[config.mk]
export PLATFORM = sky130hd
export DESIGN_NAME = sap1_prog_loader
export DESIGN_NICKNAME = d
export VERILOG_FILES = /design/src/rtl/sap1_pkg.sv /design/src/rtl/sap1_sync_edge.sv /design/src/rtl/sap1_prog_loader.sv
export SDC_FILE = /design/constraint.sdc
export NUM_CORES = 1
export LEC_CHECK = 0
export BUFFER_PORTS_ARGS = -buffer_cell sky130_fd_sc_hd__buf_4
export CAP_MARGIN = 20
export CORE_MARGIN = 4
export CORE_UTILIZATION = 39
export CTS_BUF_LIST = sky130_fd_sc_hd__clkbuf_4
export CTS_CLUSTER_DIAMETER = 60
export CTS_CLUSTER_SIZE = 12
export DETAILED_ROUTE_END_ITERATION = 8
export PLACE_DENSITY_LB_ADDON = 0.2
export SETUP_SLACK_MARGIN = 0.1
export SYNTH_ARGS = -nofsm -noshare
export SYNTH_HDL_FRONTEND = slang
export SYNTH_HIERARCHICAL = 1
export SYNTH_SLANG_ARGS = --single-unit
export TNS_END_PERCENT = 50
[constraint.sdc]
create_clock -name clk -period 4.6 [get_ports clk]
set_input_delay 1.38 -clock clk [delete_from_list [all_inputs] [get_ports clk]]
set_output_delay 1.38 -clock clk [all_outputs]
set_load 0.05 [all_outputs]
[src/rtl/sap1_pkg.sv]
// Shared SAP-1 definitions: default widths and the program-loader state encoding.
// The state encoding is also consumed by the SAP-1 core.
package sap1_pkg;

  localparam int DEF_ADDR_W      = 4;
  localparam int DEF_DATA_W      = 8;
  localparam int DEF_SYNC_STAGES = 2;

  typedef enum logic [2:0] {
    LD_IDLE  = 3'd0,
    LD_LOAD  = 3'd1,
    LD_CHECK = 3'd2,
    LD_RUN   = 3'd3,
    LD_ERR   = 3'd4
  } loader_state_e;

  // Output flags {cpu_rst, load_done, load_err} implied by each loader state.
  function automatic logic [2:0] loader_flags(input loader_state_e s);
    logic [2:0] f;
    f = 3'b100;
    case (s)
      LD_RUN:  f = 3'b010;
      LD_ERR:  f = 3'b101;
      default: f = 3'b100;
    endcase
    return f;
  endfunction

endpackage

[src/rtl/sap1_sync_edge.sv]
// Multi-stage synchroniser for a bus whose MSB is a strobe; emits a one-cycle
// pulse on each synchronised rising edge of that strobe alongside the delayed data.
module sap1_sync_edge
  import sap1_pkg::*;
#(
  parameter int WIDTH  = DEF_DATA_W + 1,
  parameter int STAGES = DEF_SYNC_STAGES
) (
  input  logic             clk,
  input  logic             rst,
  input  logic [WIDTH-1:0] i_d,
  output logic [WIDTH-2:0] o_q,
  output logic             o_rise
);

  logic [WIDTH-1:0] r_sync [STAGES];
  logic             r_edge_q;

  always_ff @(posedge clk) begin
    if (rst) begin
      for (int i = 0; i < STAGES; i++) r_sync[i] <= '0;
      r_edge_q <= 1'b0;
    end else begin
      r_sync[0] <= i_d;
      for (int i = 1; i < STAGES; i++) r_sync[i] <= r_sync[i-1];
      r_edge_q <= r_sync[STAGES-1][WIDTH-1];
    end
  end

  assign o_q    = r_sync[STAGES-1][WIDTH-2:0];
  assign o_rise = r_sync[STAGES-1][WIDTH-1] & ~r_edge_q;

endmodule

[src/rtl/sap1_prog_loader.sv]
// SAP-1 program loader: fills the program RAM from strobed pin bytes, verifies a
// trailing checksum and holds the CPU in reset until a load verifies.
module sap1_prog_loader
  import sap1_pkg::*;
#(
  parameter int ADDR_W      = DEF_ADDR_W,
  parameter int DATA_W      = DEF_DATA_W,
  parameter int SYNC_STAGES = DEF_SYNC_STAGES
) (
  input  logic              clk,
  input  logic              rst,
  input  logic              i_load_en,
  input  logic [DATA_W-1:0] i_data_in,
  input  logic              i_data_stb,
  input  logic [ADDR_W-1:0] i_rd_addr,
  output logic [DATA_W-1:0] o_rd_data,
  output logic              o_cpu_rst,
  output logic [ADDR_W-1:0] o_load_addr,
  output logic              o_load_done,
  output logic              o_load_err
);

  localparam int DEPTH = 2 ** ADDR_W;
  localparam logic [ADDR_W-1:0] LAST_ADDR = ADDR_W'(DEPTH - 1);

  logic [DATA_W-1:0] w_byte;
  logic              w_stb_edge;
  logic              w_wr_en;
  logic [DATA_W-1:0] w_sum_next;
  loader_state_e     w_verdict;

  loader_state_e     r_state;
  logic [ADDR_W-1:0] r_load_addr;
  logic [DATA_W-1:0] r_sum;
  logic              r_cpu_rst;
  logic              r_load_done;
  logic              r_load_err;
  logic [DATA_W-1:0] r_mem [DEPTH];

  sap1_sync_edge #(
    .WIDTH  (DATA_W + 1),
    .STAGES (SYNC_STAGES)
  ) u_sync (
    .clk    (clk),
    .rst    (rst),
    .i_d    ({i_data_stb, i_data_in}),
    .o_q    (w_byte),
    .o_rise (w_stb_edge)
  );

  assign w_wr_en    = !rst && (r_state == LD_LOAD) && i_load_en && w_stb_edge;
  assign w_sum_next = r_sum + w_byte;
  assign w_verdict  = (w_sum_next == '0) ? LD_RUN : LD_ERR;

  // Dropping load_en aborts a session and takes priority over a coincident strobe.
  always_ff @(posedge clk) begin
    if (rst) begin
      r_state     <= LD_IDLE;
      {r_cpu_rst, r_load_done, r_load_err} <= loader_flags(LD_IDLE);
      r_load_addr <= '0;
      r_sum       <= '0;
    end else begin
      case (r_state)
        LD_IDLE: begin
          if (i_load_en) begin
            r_state     <= LD_LOAD;
            {r_cpu_rst, r_load_done, r_load_err} <= loader_flags(LD_LOAD);
            r_load_addr <= '0;
            r_sum       <= '0;
          end
        end
        LD_LOAD: begin
          if (!i_load_en) begin
            r_state     <= LD_IDLE;
            {r_cpu_rst, r_load_done, r_load_err} <= loader_flags(LD_IDLE);
            r_load_addr <= '0;
          end else if (w_stb_edge) begin
            r_sum       <= w_sum_next;
            r_load_addr <= r_load_addr + 1'b1;
            if (r_load_addr == LAST_ADDR) begin
              r_state <= LD_CHECK;
              {r_cpu_rst, r_load_done, r_load_err} <= loader_flags(LD_CHECK);
            end
          end
        end
        LD_CHECK: begin
          if (!i_load_en) begin
            r_state     <= LD_IDLE;
            {r_cpu_rst, r_load_done, r_load_err} <= loader_flags(LD_IDLE);
            r_load_addr <= '0;
          end else if (w_stb_edge) begin
            r_state <= w_verdict;
            {r_cpu_rst, r_load_done, r_load_err} <= loader_flags(w_verdict);
          end
        end
        LD_RUN, LD_ERR: begin
          if (i_load_en) begin
            r_state     <= LD_LOAD;
            {r_cpu_rst, r_load_done, r_load_err} <= loader_flags(LD_LOAD);
            r_load_addr <= '0;
            r_sum       <= '0;
          end
        end
        default: begin
          r_state     <= LD_IDLE;
          {r_cpu_rst, r_load_done, r_load_err} <= loader_flags(LD_IDLE);
          r_load_addr <= '0;
          r_sum       <= '0;
        end
      endcase
    end
  end

  // The array has no reset so a program survives rst.
  always_ff @(posedge clk) begin
    if (w_wr_en) r_mem[r_load_addr] <= w_byte;
  end

  assign o_rd_data   = r_mem[i_rd_addr];
  assign o_cpu_rst   = r_cpu_rst;
  assign o_load_addr = r_load_addr;
  assign o_load_done = r_load_done;
  assign o_load_err  = r_load_err;

endmodule

==> metrics.md <==
| Metric | Value |
|---|---|
| R2R setup slack | about 1.8 ns |
| Post-route DRC | 0 |
| Clk root buf | clkbuf_4 |
| R2r endpoint | o_cpu_rst |
| Rel. slew slack | 0.3390 |
| Yosys Warn Count | 6 |
| Total Wirelength | 13.27 mm |
| Worst path arrival time | roughly 3.1 ns |
| Worst R2R Start | u_sync/r_sync[0][9] |
| Hold-fix buffers, CTS | 0 |
| Worst EP required | roughly 3.2 ns |
| Net Count, Synth | 413 |
| CTS Buf Count | 17 |
| Final Hold Fails | 0 |
| CTS resizes | 0 |
| Starting Density | 0.4038 |
| Pleak | 2.674 nW |
| Layout cells sized above 1 | 0.2235 |
| CP startpoint | i_rd_addr[0] |
| PortBufs | 30 |
| Total gr overflow | 0 |
| Cell Area, Synth | 0.006792 mm^2 |
| Ports | 31 |
| Crit Path Max Fanout | 11 |
| Post-synth cell types | 57 |
| Row count | 47 |
| Layout area overhead | 10.57% |
| Wire per inst | between 20 and 25 um |
| R2R cell count | 8 |
| Chip width | around 140 um |
| Number of synthesized register bits | 165 |
| Vias | between 3000 and 4000 |
| RSZ-0062 raised after global routing | false |
| Core ar. | ~0.017 mm^2 |
| Routed Antenna Nets | 0 |
| Clk buf depth | 2 |
| Die area | approximately 0.020 mm^2 |
| Post-Layout Cell Count | roughly 650 |
| CTS tree | yes |
| First-pass GRT wire length | ~20 mm |
| Final setup viols | 0 |
| Min-delay worst type | flip-flop to flip-flop |
| Vias per cell | ~5.2 |
| Register area share after synthesis | 0.6750 |
| Fmax | 224.4 MHz |
| Clk pin slew, worst setup/hold paths | 0.12 ns |
| Final net count | 449 |
| Fin crit period | ~4.5 ns |
| Worst clock skew | approximately 0.025 ns |
| Type of the worst setup path | input port to primary output |
| Fin util | 0.4465 |
| Fillers | 1529 |
| RePlAce Congestion | between 0.7 and 0.8 |
| Antenna violations before repair | 0 |
| Vias in the first global route | 3523 |
| Drt first pass iters | 4 |
| H-tree depth | 4 |
| Pins Over Slew Limit | 0 |
| CP Launch Type | input port |
| Worst Max-Slew Pin Slew | a little under 1 ns |
| Element type at the critical path end | primary output |
| Setup TNS | 0 ns |
| Sink Count | between 150 and 200 |
| Final worst path period share | 0.9686 |
| Iter 0 DRT Violations | 210 |
| Peak VDD IR | between 200 and 250 uV |
| Synth Area per Inst | between 15 and 20 um^2 |
| Die Y-Extent | around 140 um |
| Power per Cell Area | 351.0 mW/mm^2 |
| Max Cap Viol | 0 |
| Outcome | completed |
| Final instance area | 0.007510 mm^2 |
| Total Routing Usage GR | 0.1393 |
| Largest net degree at the start of global routing | 34 |
| Worst skew pair latency | approximately 0.53 ns |
| N_diodes | 0 |
| Placed cells | 622 |
| Setup Fix Bufs, Post-CTS | 0 |
| DP HPWL | approximately 8.7 mm |
| CP endpoint | o_rd_data[3] |
| Area after DPL | ~0.0072 mm^2 |
| Post-Synthesis Cells | 385 |
-- state kept, by name, indices dropped and copies added, names as in the netlist --
register         cells
o_load_done          1
o_load_err           1
u_sync/r_sync       18
o_cpu_rst            1
u_sync/r_edge_q      1
r_sum                8
o_load_addr          4
r_state              3
r_mem              128
-- worst min path at each step --
| stage | cells after the start | slack, ns | to | startpoint |
|---|---|---|---|---|
| 2_1_floorplan | 1 | 0.41 | u_sync/r_sync[0][14] | u_sync/r_sync[0][5] |
| 6_report | 1 | 0.45 | u_sync/r_sync[0][15] | u_sync/r_sync[0][6] |
| 3_5_place_dp | 1 | 0.42 | u_sync/r_sync[0][17] | u_sync/r_sync[0][8] |
| 5_1_grt | 1 | 0.47 | u_sync/r_sync[0][13] | u_sync/r_sync[0][4] |
| 4_1_cts | 1 | 0.45 | u_sync/r_sync[0][15] | u_sync/r_sync[0][6] |
| 3_3_place_gp | 1 | 0.42 | u_sync/r_sync[0][11] | u_sync/r_sync[0][2] |
-- layer usage --
metal / global-route usage / wire length, um / vias to the layer above
li1: - / - / 1590
met1: 0.1935 / 5970 / 1696
met2: 0.2231 / 6454 / 105
met3: 0.03681 / 774 / 6
met4: 0.03060 / 70 / 0
met5: 0 / 0 / -
-- cells in the mapped netlist (all sizes together) --
cell type | count | share of area
a211oi | 2 | 0.0029
a21boi | 1 | 0.0011
a21o | 2 | 0.0022
a21oi | 6 | 0.0044
a22oi | 6 | 0.0066
a2bb2oi | 2 | 0.0026
a31o | 1 | 0.0013
a31oi | 2 | 0.0018
and2 | 1 | 0.00092
and2b | 8 | 0.0088
and3 | 2 | 0.0018
and4bb | 1 | 0.0018
buf | 22 | 0.025
clkbuf | 3 | 0.0017
dfxtp | 37 | 0.11
edfxtp | 128 | 0.57
fa | 1 | 0.0029
ha | 11 | 0.020
inv | 7 | 0.0039
mux2 | 1 | 0.0017
mux2i | 1 | 0.0015
mux4 | 40 | 0.15
nand2 | 9 | 0.0050
nand2b | 3 | 0.0028
nand3 | 1 | 0.00074
nand3b | 1 | 0.0029
nand4 | 1 | 0.00092
nand4b | 1 | 0.0013
nor2 | 32 | 0.018
nor2b | 14 | 0.013
nor3 | 8 | 0.0066
nor3b | 2 | 0.0022
nor4 | 2 | 0.0028
o21a | 1 | 0.0011
o21ai | 8 | 0.0059
o21bai | 1 | 0.0011
o22ai | 1 | 0.0018
o31a | 1 | 0.0013
o31ai | 2 | 0.0029
o32a | 1 | 0.0015
or3 | 1 | 0.00092
or4b | 1 | 0.0015
xnor2 | 4 | 0.0052
xor2 | 5 | 0.0064
-- worst max-delay path, stage by stage --
cell	delay, ns
buf_4	0.21
buf_12	0.18
mux4_1	0.57
mux4_2	0.51
buf_4	0.21
-- metrics by stage --
stage / setup slack (ns) / total power [W] / hold WS [ns]
floorplan: 0.4372 / 0.001782 / 0.4109
global placement: 0.1424 / 0.001830 / 0.4211
detailed placement: 0.1277 / 0.001834 / 0.4203
CTS: 0.1279 / 0.002672 / 0.4520
global route: 0.1191 / 0.002750 / 0.4660
finish: 0.1443 / 0.002636 / 0.4471
-- area by class of cell --
| class | instances | area, um^2 | share of cell area |
|---|---|---|---|
| sequential | 165 | 4584 | 0.6105 |
| multi-input combinational | 188 | 2001 | 0.2664 |
| timing repair buffer | 42 | 340.3 | 0.04532 |
| tap | 220 | 275.3 | 0.03665 |
| clock inverter | 14 | 147.6 | 0.01966 |
| clock buffer | 18 | 135.1 | 0.01799 |
| inverter | 7 | 26.28 | 0.003499 |
-- cell families (layout without fill, tap and decap cells) --
logic type | after synthesis | after routing | share of synthesized area
flops | 165 | 165 | 0.6750
simple gates | 88 | 88 | 0.07203
compound gates | 37 | 37 | 0.03869
fa+ha+maj | 12 | 12 | 0.02321
xor+xnor | 9 | 9 | 0.01161
mux | 42 | 42 | 0.1490
buf+inv | 32 | 81 | 0.03040
-- report_power, final --
| group | leakage (nW) | internal [W] | total, W | switching [W] |
|---|---|---|---|---|
| Clock | 0.150 | 0.000333 | 0.000839 | 0.000506 |
| Combinational | 1.04 | 0.0000769 | 0.000169 | 0.0000923 |
| Sequential | 1.49 | 0.00161 | 0.00163 | 0.0000205 |
| Total | 2.67 | 0.00202 | 0.00264 | 0.000619 |
-- cells in the final DEF (no fill, tap or decap), drive strengths merged, types with 2 or more instances in the layout --
cell type,netlist,layout
a211oi,2,2
a21o,2,2
a21oi,6,6
a22oi,6,6
a2bb2oi,2,2
a31oi,2,2
and2b,8,8
and3,2,2
buf,22,42
bufinv,0,2
clkbuf,3,18
clkinv,0,6
clkinvlp,0,2
dfxtp,37,37
edfxtp,128,128
ha,11,11
inv,7,11
mux4,40,40
nand2,9,9
nand2b,3,3
nor2,32,32
nor2b,14,14
nor3,8,8
nor3b,2,2
nor4,2,2
o21ai,8,8
o31ai,2,2
xnor2,4,4
xor2,5,5
Note: power is estimated with default switching activity, not from simulation.
